File: src/rtl/uart_rx_nbyte_param.sv
`default_nettype none
// ---------------------------------------------------------------------------
// uart_rx_nbyte_param : parametrised burst UART receiver             rev 1.0
// ---------------------------------------------------------------------------
module uart_rx_nbyte_param #(
  parameter int DATA_BITS    = 8,
  parameter int CLKS_PER_BIT = 2,
  parameter int MSB_FIRST    = 1,
  parameter int PARITY_EN    = 0,
  parameter int PARITY_ODD   = 0,
  parameter int CNT_WIDTH    = 10
) (
  input  logic                 clock,
  input  logic                 reset_n,
  input  logic [CNT_WIDTH-1:0] bytes_to_rx,
  input  logic                 serial_data_in,
  output logic                 rx_data_valid,
  output logic [DATA_BITS-1:0] rx_data_byte,
  output logic                 rx_parity_err,
  output logic                 rx_frame_err,
  output logic                 rx_busy,
  output logic                 rx_burst_done
);

  localparam int c_CLK_W = (CLKS_PER_BIT > 1) ? $clog2(CLKS_PER_BIT) : 1;
  localparam int c_BIT_W = $clog2(DATA_BITS);

  localparam logic [c_CLK_W-1:0]   c_LAST_CLK = c_CLK_W'(CLKS_PER_BIT - 1);
  localparam logic [c_CLK_W-1:0]   c_CLK_ONE  = c_CLK_W'(1);
  localparam logic [c_BIT_W-1:0]   c_LAST_BIT = c_BIT_W'(DATA_BITS - 1);
  localparam logic [c_BIT_W-1:0]   c_BIT_ONE  = c_BIT_W'(1);
  localparam logic [CNT_WIDTH-1:0] c_REM_ONE  = CNT_WIDTH'(1);

  typedef enum logic [2:0] {
    IDLE = 3'd0,
    STRT = 3'd1,
    DATA = 3'd2,
    PAR  = 3'd3,
    STOP = 3'd4
  } state_e;

  state_e                 state_q,   state_d;
  logic [c_CLK_W-1:0]     clk_ctr_q, clk_ctr_d;
  logic [c_BIT_W-1:0]     bit_ctr_q, bit_ctr_d;
  logic [CNT_WIDTH-1:0]   rem_ctr_q, rem_ctr_d;
  logic [DATA_BITS-1:0]   shreg_q,   shreg_d;
  logic                   par_err_q, par_err_d;
  logic                   valid_q,   valid_d;
  logic                   done_q,    done_d;
  logic [DATA_BITS-1:0]   data_q,    data_d;
  logic                   perr_q,    perr_d;
  logic                   ferr_q,    ferr_d;

  logic                   w_sample;
  logic                   w_par_err;
  logic [DATA_BITS-1:0]   w_shreg_next;

  assign w_sample  = (clk_ctr_q == c_LAST_CLK);
  assign w_par_err = ((^shreg_q) ^ serial_data_in) != (PARITY_ODD != 0);

  // Shifting toward the far end leaves the first received bit in the slot
  // that the chosen bit order assigns to it once all DATA_BITS have arrived.
  generate
    if (MSB_FIRST != 0) begin : g_msb_first
      assign w_shreg_next = {shreg_q[DATA_BITS-2:0], serial_data_in};
    end else begin : g_lsb_first
      assign w_shreg_next = {serial_data_in, shreg_q[DATA_BITS-1:1]};
    end
  endgenerate

  always_ff @(posedge clock or negedge reset_n) begin
    if (!reset_n) begin
      state_q   <= IDLE;
      clk_ctr_q <= '0;
      bit_ctr_q <= '0;
      rem_ctr_q <= '0;
      shreg_q   <= '0;
      par_err_q <= 1'b0;
      valid_q   <= 1'b0;
      done_q    <= 1'b0;
      data_q    <= '0;
      perr_q    <= 1'b0;
      ferr_q    <= 1'b0;
    end else begin
      state_q   <= state_d;
      clk_ctr_q <= clk_ctr_d;
      bit_ctr_q <= bit_ctr_d;
      rem_ctr_q <= rem_ctr_d;
      shreg_q   <= shreg_d;
      par_err_q <= par_err_d;
      valid_q   <= valid_d;
      done_q    <= done_d;
      data_q    <= data_d;
      perr_q    <= perr_d;
      ferr_q    <= ferr_d;
    end
  end

  always_comb begin
    state_d   = state_q;
    clk_ctr_d = clk_ctr_q;
    bit_ctr_d = bit_ctr_q;
    rem_ctr_d = rem_ctr_q;
    shreg_d   = shreg_q;
    par_err_d = par_err_q;
    valid_d   = 1'b0;
    done_d    = 1'b0;
    data_d    = data_q;
    perr_d    = perr_q;
    ferr_d    = ferr_q;

    if (state_q != IDLE) begin
      clk_ctr_d = w_sample ? '0 : clk_ctr_q + c_CLK_ONE;
    end

    case (state_q)
      IDLE: begin
        rem_ctr_d = bytes_to_rx;
        clk_ctr_d = '0;
        bit_ctr_d = '0;
        if (!serial_data_in) begin
          state_d = STRT;
        end
      end
      STRT: begin
        if (w_sample) begin
          bit_ctr_d = '0;
          state_d   = serial_data_in ? IDLE : DATA;
        end
      end
      DATA: begin
        if (w_sample) begin
          shreg_d = w_shreg_next;
          if (bit_ctr_q == c_LAST_BIT) begin
            bit_ctr_d = '0;
            state_d   = (PARITY_EN != 0) ? PAR : STOP;
          end else begin
            bit_ctr_d = bit_ctr_q + c_BIT_ONE;
          end
        end
      end
      PAR: begin
        if (w_sample) begin
          par_err_d = w_par_err;
          state_d   = STOP;
        end
      end
      STOP: begin
        if (w_sample) begin
          valid_d = 1'b1;
          data_d  = shreg_q;
          perr_d  = (PARITY_EN != 0) ? par_err_q : 1'b0;
          ferr_d  = ~serial_data_in;
          // A broken stop bit abandons whatever is left of the burst.
          if (!serial_data_in || (rem_ctr_q == '0)) begin
            state_d = IDLE;
            done_d  = 1'b1;
          end else begin
            rem_ctr_d = rem_ctr_q - c_REM_ONE;
            state_d   = STRT;
          end
        end
      end
      default: begin
        state_d = IDLE;
      end
    endcase
  end

  assign rx_data_valid = valid_q;
  assign rx_data_byte  = data_q;
  assign rx_parity_err = perr_q;
  assign rx_frame_err  = ferr_q;
  assign rx_burst_done = done_q;
  assign rx_busy       = (state_q != IDLE);

endmodule
`default_nettype wire
File: config.mk
export PLATFORM = sky130hd
export DESIGN_NAME = uart_rx_nbyte_param
export DESIGN_NICKNAME = d
export VERILOG_FILES = /design/src/rtl/uart_rx_nbyte_param.sv
export SDC_FILE = /design/constraint.sdc
export NUM_CORES = 1
export LEC_CHECK = 0
export CAP_MARGIN = 20
export CORE_ASPECT_RATIO = 1.1
export CORE_MARGIN = 5
export CORE_UTILIZATION = 55
export CTS_BUF_LIST = sky130_fd_sc_hd__clkbuf_2 sky130_fd_sc_hd__clkbuf_4 sky130_fd_sc_hd__clkbuf_8
export DETAILED_ROUTE_END_ITERATION = 7
export GPL_TIMING_DRIVEN = 1
export PLACE_DENSITY = 0.85
export SLEW_MARGIN = 20
export SYNTH_ARGS = -nofsm -noshare
export SYNTH_HDL_FRONTEND = slang
export SYNTH_SLANG_ARGS = --single-unit
File: constraint.sdc
create_clock -name clock -period 3.15 [get_ports clock]
set_input_delay 0.63 -clock clock [delete_from_list [all_inputs] [get_ports clock]]
set_output_delay 0.63 -clock clock [all_outputs]
set_load 0.02 [all_outputs]
After elaboration in Yosys (flattened, before gate mapping). Cells that the tools add are included.

Memory bits (read-only): 0. Memories kept: 0. Memory bits (writable): 0. Input bits: 13. Bits in latches: 0. Bits in registers: 36.

Equal/unequal tests: 12. Magnitude comparators: 0. Reductions and logical operators: 13. Add/subtract/negate cells: 3. Multiplexer cells: 24. Bitwise operators: 1. Div/mod/pow operators: 0. Multipliers: 0. Shifts and indexed selects: 0.

Operator list (count): 2-to-1 mux 3 bit (9); 2-to-1 mux 10 bit (2); case mux 10 bit (2 select lines) (1); case mux 3 bit (5 select lines) (1); inequality test 2 bit, second input constant (7); zero test 10 bit (1); subtractor 10 x 1 -> 10 bit, second input constant (1); 2-to-1 mux 1 bit (9); case mux 3 bit (3 select lines) (1); equality test 3 x 2 -> 1 bit, second input constant (2); equality test 3 bit, second input constant (2); AND reduction 3 bit (2); AND reduction 6 bit (1); nonzero test 3 bit (2); AND reduction 2 bit (2); nonzero test 2 bit (2); adder 3 x 1 -> 3 bit, second input constant (1); equality test 3 x 1 -> 1 bit, second input constant (1); zero test 3 bit (1); 2-to-1 mux 2 bit (1); adder 1 bit, second input constant (1); zero test 1 bit (1); logical OR 1 bit (1); NOT 1 bit (1).

Depth between registers and ports, before layout. Gate-level depths: netlist of run 1.

Depth in word-level cells: 5. Mapped depth: 8. Mapped depth without buffers: 6.

Least setup slack after synthesis of run 1. OpenSTA, ideal clock, no wires.

Path kind: reg-to-reg. Start point: reg rem_ctr_q[0]. End point: reg rem_ctr_q[1]. Data required time: 3.025 ns. Data arrival time: 2.068 ns. Setup time: 0.125 ns. Period minus slack after synthesis: 2.193 ns. Cell stages (with the launch flop): 9. Slack: 0.957 ns. Cells stage by stage: dfrtp_1 inv_1 ha_1 or4b_1 buf_2 nor4b_4 or2b_1 buf_6 mux2_4.

Word-level cells in the longest chain between the ends: 4. Elaborated cells on any way between the ends: 8. Those cells by class: add/sub: 1; eq/ne: 1; mux: 3; reduce/logical: 3.

Ends and longest elaborated chain: start: declaration (line 45) `logic [CNT_WIDTH-1:0] rem_ctr_q, rem_ctr_d;`; start signal: assignment (line 88) `rem_ctr_q <= rem_ctr_d;`; subtractor 10 x 1 -> 10 bit or zero test 10 bit (tied branches) (line 159, 155); 2-to-1 mux 10 bit or logical OR 1 bit (tied branches) (line 155) `if (!serial_data_in || (rem_ctr_q == '0)) begin`; 2-to-1 mux 10 bit or inequality test 2 bit (tied branches); case mux 10 bit (2 select lines) or AND reduction 3 bit (tied branches).

Several ways; a longest one is shown, not always the timed one. The select of a mux whose other input is x is not followed. A chain may end at the register's enable or synchronous reset.

Worst setup path in the final report of run 1. Ends and elaborated chain as after synthesis.

==> impl_metrics.csv, run 1 <==
group,metric,value,unit
finish,stdcell_count,217,
placement,dp_cells,209,
power_and_ir_drop,total_power,1.754,mW
sta,fmax,398.6,MHz
sta,setup_viol,0,
sta,slew_headroom,48.10,%
clocking,cts.path.max_buffers,2,
sta,grt_setup_unrepaired,"false",
setup_path,crit_required,3.38,ns
logic_synthesis,synth_top_area_share,51.99,%
job,max_cap_viol_count,0,
floorplan,pin_count,26,
setup_path,path_class,"reg -> reg",
setup_path,r2r_cells,6,
grt,grt_first_pass_wirelength,6078,microns
detailed_routing,avgRoutedWirePerCell,16.13,microns
power_and_ir_drop,power_density,844.4,nW/um^2
clocking,insertion_delay,0.34,ns
setup_path,worstPathArrival,2.74,ns
detailed_routing,ant_nets,0,
logic_synthesis,synth.largest_area_cell,"dfrtp_1",
logic_synthesis,yosysMostFrequentCell,"dfrtp_1",
min_path,hold_path_startpoint,"rx_data_byte[6]",
setup_path,crit_end,"rem_ctr_q[1]",
logic_synthesis,syn-num-nets,174,
logic_synthesis,synthFlopType,"dfrtp_1",
finish,antenna-diode-count,0,
logic_synthesis,avgSynthCellArea,10.97,sq um
clocking,cts_hold_buffers,0,
sta,maxSlewViolCount,0,
logic_synthesis,ys_ff_latch,36,
detailed_routing,drc_errors,0,
setup_path,critical_path.cell_chain,"inv_1 > ha_1 > or4b_1 > nor4b_4 > or2b_1 > mux2_4",
setup_path,worst-path-max-fanout,10,
placement,place_congestion,0.9026,
sta,min_period,2.509,ns
setup_path,r2r-start,"rem_ctr_q[0]",
detailed_routing,dr.pass1.iters,4,
setup_path,r2r_setup_slack,0.64,ns
sta,skew,0.008973,ns
sta,holdWs,0.5152,ns
logic_synthesis,netlist_instances,158,
placement,dp_hpwl,2425,microns
outcome,status,"completed",
floorplan,die-area,4375,sq um
min_path,hold_path_class,"reg -> reg",
detailed_routing,drt_iter0_drc,122,
logic_synthesis,synth_edf_count,0,
logic_synthesis,ys_types,40,
sta,tns,0,ns
floorplan,rows,21,
grt,first_global_vias,1365,
setup_path,cp_slowest_cell,"or4b_1",
clocking,clock-sinks,36,
finish,nFillCells,228,
setup_path,startpoint,"rem_ctr_q[0]",
grt,grt_overflow_total,0,
sta,tightestPinTransition,0.7726,ns
logic_synthesis,netlist_top_cells_area,"dfrtp_1, mux2_2, o21ai_0",
grt,antenna_found_initial,0,
detailed_routing,routed_wl,3501,microns
clocking,ctsResizeCount,0,
clocking,cts-buffers-inserted,5,
sta,finalHoldViolations,0,
logic_synthesis,yosysWarnings,0,
clocking,clk_pin_slew,0.11,ns
setup_path,worstSetupEndpointType,"flop",
clocking,cts-htree-levels,2,
detailed_routing,via_count,1273,
grt,grt_max_degree,37,
finish,drive_gt1_share,18.03,%
logic_synthesis,synth_common_cells,"dfrtp_1, mux2_2, nor2_1",
power_and_ir_drop,leakagePower,0.9563,nW
clocking,cts_tree,"yes",
detailed_routing,vias_per_cell,5.866,
setup_path,max_stage_delay,0.58,ns
setup_path,cp-start-kind,"flop",
logic_synthesis,netlist_area,1733,sq um
logic_synthesis,yosysSeqAreaShare,51.99,%
logic_synthesis,synthArstFlopShare,100.0,%
finish,fin_nets,198,
finish,area_growth,19.86,%
floorplan,core,3048,sq um
setup_path,r2r-end,"rem_ctr_q[1]",
floorplan,die_w,63.52,microns
placement,portBuffers,24,
grt,grt_usage,17.95,%
floorplan,die_h,68.87,microns
clocking,post-cts-setup-buffers,0,
clocking,cts_root_buf,"clkbuf_4",
floorplan,start_util,56.86,%
sta,post-route-period-util,79.65,%
power_and_ir_drop,ir_drop,579.6,uV
-- cells in the final DEF, fill, tap and decap left out, drive strengths merged --
cell type and instances:
dfrtp 36, clkdlybuf4s50 24, mux2 17, nor2 15, o21ai 13, nand2 9
a21oi 9, clkbuf 7, o31ai 6, inv 5, a22o 3, ha 3
or3 3, nor3b 2, and2 2, or2 2, o22ai 2, nor3 2
a32oi 2, buf 2, nor4 2, nor4b 2, or4b 1, or4 1
and3 1, a21boi 1, or2b 1, or3b 1, a31oi 1, a22oi 1
o2bb2ai 1, a2bb2oi 1, nand3b 1, o32ai 1, a41o 1, conb 1
bufinv 1
-- cell type report --
cell class / count / area, sq um / area share [%]
inverter: 5 / 18.77 / 0.9036
tap: 34 / 42.54 / 2.048
multi-input combinational: 108 / 764.5 / 36.81
clock buffer: 7 / 65.06 / 3.133
clock inverter: 1 / 30.03 / 1.446
timing repair buffer: 26 / 255.2 / 12.29
sequential: 36 / 900.9 / 43.37
-- worst min path at each step --
stage	cells past startpoint	slack, ns	to
floorplan	0	0.33	bit_ctr_q[0]
finish	1	0.52	rx_data_byte[6]
global route	1	0.55	rx_data_byte[5]
CTS	1	0.52	rx_data_byte[6]
detailed placement	1	0.49	bit_ctr_q[1]
global placement	2	0.48	rx_frame_err
-- metal layers --
| layer | global-route usage, % | up-vias | part of all wire [%] |
|---|---|---|---|
| li1 | - | 619 | - |
| met1 | 20.52 | 609 | 43 |
| met2 | 31.85 | 39 | 49 |
| met3 | 6.321 | 6 | 6.0 |
| met4 | 5.455 | 0 | 1.3 |
| met5 | 0 | - | 0 |
-- cells by family after synthesis --
family	share of synthesized area (%)
compound gates	15.52
simple gates	14.58
buf+inv	4.260
mux	11.26
fa+ha+maj	2.166
flops	51.99
other cells	0.2164
-- through the flow --
| step | worst slack, ns | area [sq um] | util, % |
|---|---|---|---|
| 2_1_floorplan | 0.9572 | 1733 | - |
| 3_3_place_gp | 0.7948 | 1982 | 65.02 |
| 3_5_place_dp | 0.6797 | 1982 | 65.02 |
| 4_1_cts | 0.6574 | 2077 | 68.14 |
| 5_1_grt | 0.5095 | 2077 | 68.14 |
| 6_report | 0.6411 | 2077 | 68.14 |
-- worst max-delay path, delay by kind of cell, from the launching register on --
| family | cells | cell delay [ns] |
|---|---|---|
| simple gates | 3 | 1.35 |
| flops | 1 | 0.44 |
| mux | 1 | 0.34 |
| fa+ha+maj | 1 | 0.19 |
| buf+inv | 1 | 0.09 |
-- where the power goes --
group	internal, mW	switching, mW
sequential	0.610	0.159
clock	0.211	0.148
combinational	0.291	0.335
total	1.11	0.641
-- sequential cells by signal, indices dropped and copies added, names as in the netlist --
register / cells
state_q: 3
shreg_q: 8
clk_ctr_q: 1
rx_burst_done: 1
rx_frame_err: 1
rx_data_byte: 8
bit_ctr_q: 3
rx_data_valid: 1
rem_ctr_q: 10
No activity file was read; power rests on OpenSTA's default activity.
==> run 2: changes to the inputs <==
CORE_UTILIZATION = 50   (was 55)
PLACE_DENSITY = 0.82   (was 0.85)
clock period = 2.1 ns   (was 3.15 ns; I/O delays follow)
==> run 2 against run 1 <==
Non-clock buffer count increased by 7; largest power group unchanged; sequential power increased by 51%; clock skew decreased by 0.0030 ns; sequential share of layout area decreased by 1.4 points; first-iteration DRC count decreased by 42%; setup slack got worse by 0.57 ns; worst hold slack got worse by 0.046 ns.
==> impl_metrics.csv, run 2 (synthesis gave the netlist of run 1 again) <==
group,metric,value,unit
clocking,clock-sinks,36,
detailed_routing,dr.pass1.iters,4,
floorplan,die_w,66.13,microns
finish,antenna-diode-count,0,
sta,post-route-period-util,96.51,%
setup_path,worstPathArrival,2.26,ns
floorplan,die_h,71.75,microns
setup_path,worstSetupEndpointType,"flop",
placement,portBuffers,24,
finish,largest_register_ffs,10,
floorplan,rows,22,
power_and_ir_drop,ir_drop,693.9,uV
floorplan,die-area,4745,sq um
clocking,cts_root_buf,"clkbuf_4",
clocking,cts_tree,"yes",
finish,regMostFlops,"rem_ctr_q",
finish,final_common_cell,"dfrtp_1",
job,max_cap_viol_count,0,
sta,skew,0.005925,ns
finish,stdcell_count,238,
grt,grt_first_pass_wirelength,6216,microns
sta,min_period,2.027,ns
sta,grt_setup_unrepaired,"false",
placement,dp_hpwl,2646,microns
setup_path,worst-path-max-fanout,4,
sta,finalHoldViolations,0,
grt,first_global_vias,1364,
clocking,insertion_delay,0.34,ns
sta,fmax,493.4,MHz
detailed_routing,vias_per_cell,5.761,
finish,area_growth,24.26,%
setup_path,path_class,"reg -> reg",
setup_path,r2r_cells,6,
finish,final_cell_mix,"dfrtp_1, clkdlybuf4s50_1, mux2_2, nor2_1, o21ai_0",
sta,setup_viol,0,
clocking,cts.path.max_buffers,2,
setup_path,cp-start-kind,"flop",
sta,setup_ws,0.07322,ns
floorplan,pin_count,26,
sta,tns,0,ns
floorplan,start_util,52.03,%
placement,place_congestion,0.8378,
sta,maxSlewViolCount,0,
detailed_routing,ant_nets,0,
finish,fin_nets,205,
detailed_routing,drc_errors,0,
grt,grt_usage,17.02,%
clocking,clk_pin_slew,0.11,ns
grt,grt_max_degree,37,
grt,antenna_found_initial,0,
grt,grt_overflow_total,0,
floorplan,core,3331,sq um
detailed_routing,drt_iter0_drc,71,
clocking,cts-htree-levels,2,
outcome,status,"completed",
detailed_routing,routed_wl,3758,microns
power_and_ir_drop,leakagePower,0.9809,nW
min_path,hold_path_class,"in -> async",
detailed_routing,via_count,1371,
placement,preCtsSetupSlack,-0.01002,ns
placement,dp_cells,230,
power_and_ir_drop,power_density,1244,nW/um^2
finish,drive_gt1_share,24.21,%
detailed_routing,avgRoutedWirePerCell,15.79,microns
setup_path,crit_required,2.33,ns
clocking,cts-buffers-inserted,5,
run 2: changes by cell type in the layout (fill, tap and decap cells not counted), moves of 2 or more:
cell      previous run  this run
buf_4                2         8
inv_2                0         2
dfrtp_2              0         2
inv_1                5         3
dfrtp_1             36        34
clkbuf_8             2         0
run 2: cell type report:
class                      count  area (sq um)
fill                         262          1177
multi-input combinational    108         780.7
timing repair buffer          33         310.3
sequential                    36         903.4
tap                           48         60.06
inverter                       5         18.77
clock inverter                 3         42.54
clock buffer                   5         37.54
run 2: what timing repair did:
item,CTS,global route
hold buffers,0,0
resized for setup,2,7
buffers inserted,0,0
pin swaps,0,2
cloned,0,0
endpoints found under the setup margin,2,7
run 2: final timing paths:
path                         startpoint           end  slack, ns
setup / recovery           rem_ctr_q[0]  rem_ctr_q[1]       0.07
hold / removal                  reset_n  rem_ctr_q[3]       0.47
setup reg to reg           rem_ctr_q[0]  rem_ctr_q[1]       0.07
hold reg to reg            rx_frame_err  rx_frame_err       0.50
max in group asynchronous       reset_n    state_q[1]       1.28
min in group clock         rx_frame_err  rx_frame_err       0.50
run 2: worst max-delay path, cell delays in order, from the launching register on:
cell and delay, ns:
dfrtp_1 0.44, inv_2 0.08, ha_4 0.13, or4b_4 0.50, nor4b_4 0.28, or2b_1 0.18
mux2_4 0.30
run 2: power breakdown:
| part | leakage, nW | total, mW | switching [mW] | internal, mW |
|---|---|---|---|---|
| clock network | 0.0412 | 0.486 | 0.237 | 0.248 |
| registers | 0.468 | 1.16 | 0.244 | 0.919 |
| logic | 0.472 | 1.03 | 0.533 | 0.498 |
| total | 0.981 | 2.68 | 1.01 | 1.67 |
run 2: stage by stage:
step	utilization, %	total power, mW	hold slack [ns]	instance area, sq um
4_1_cts	64.09	2.648	0.4937	2135
2_1_floorplan	-	1.804	0.1244	1733
3_5_place_dp	61.61	2.149	0.4824	2052
3_3_place_gp	61.61	2.091	0.4762	2052
5_1_grt	64.65	2.867	0.5135	2153
6_report	64.65	2.679	0.4695	2153
run 2: per-layer routing:
layer | global-route usage, % | share of wire [%]
met1 | 21.18 | 43
met2 | 25.91 | 49
met3 | 6.426 | 5.9
met4 | 8.126 | 1.6
met5 | 0 | 0
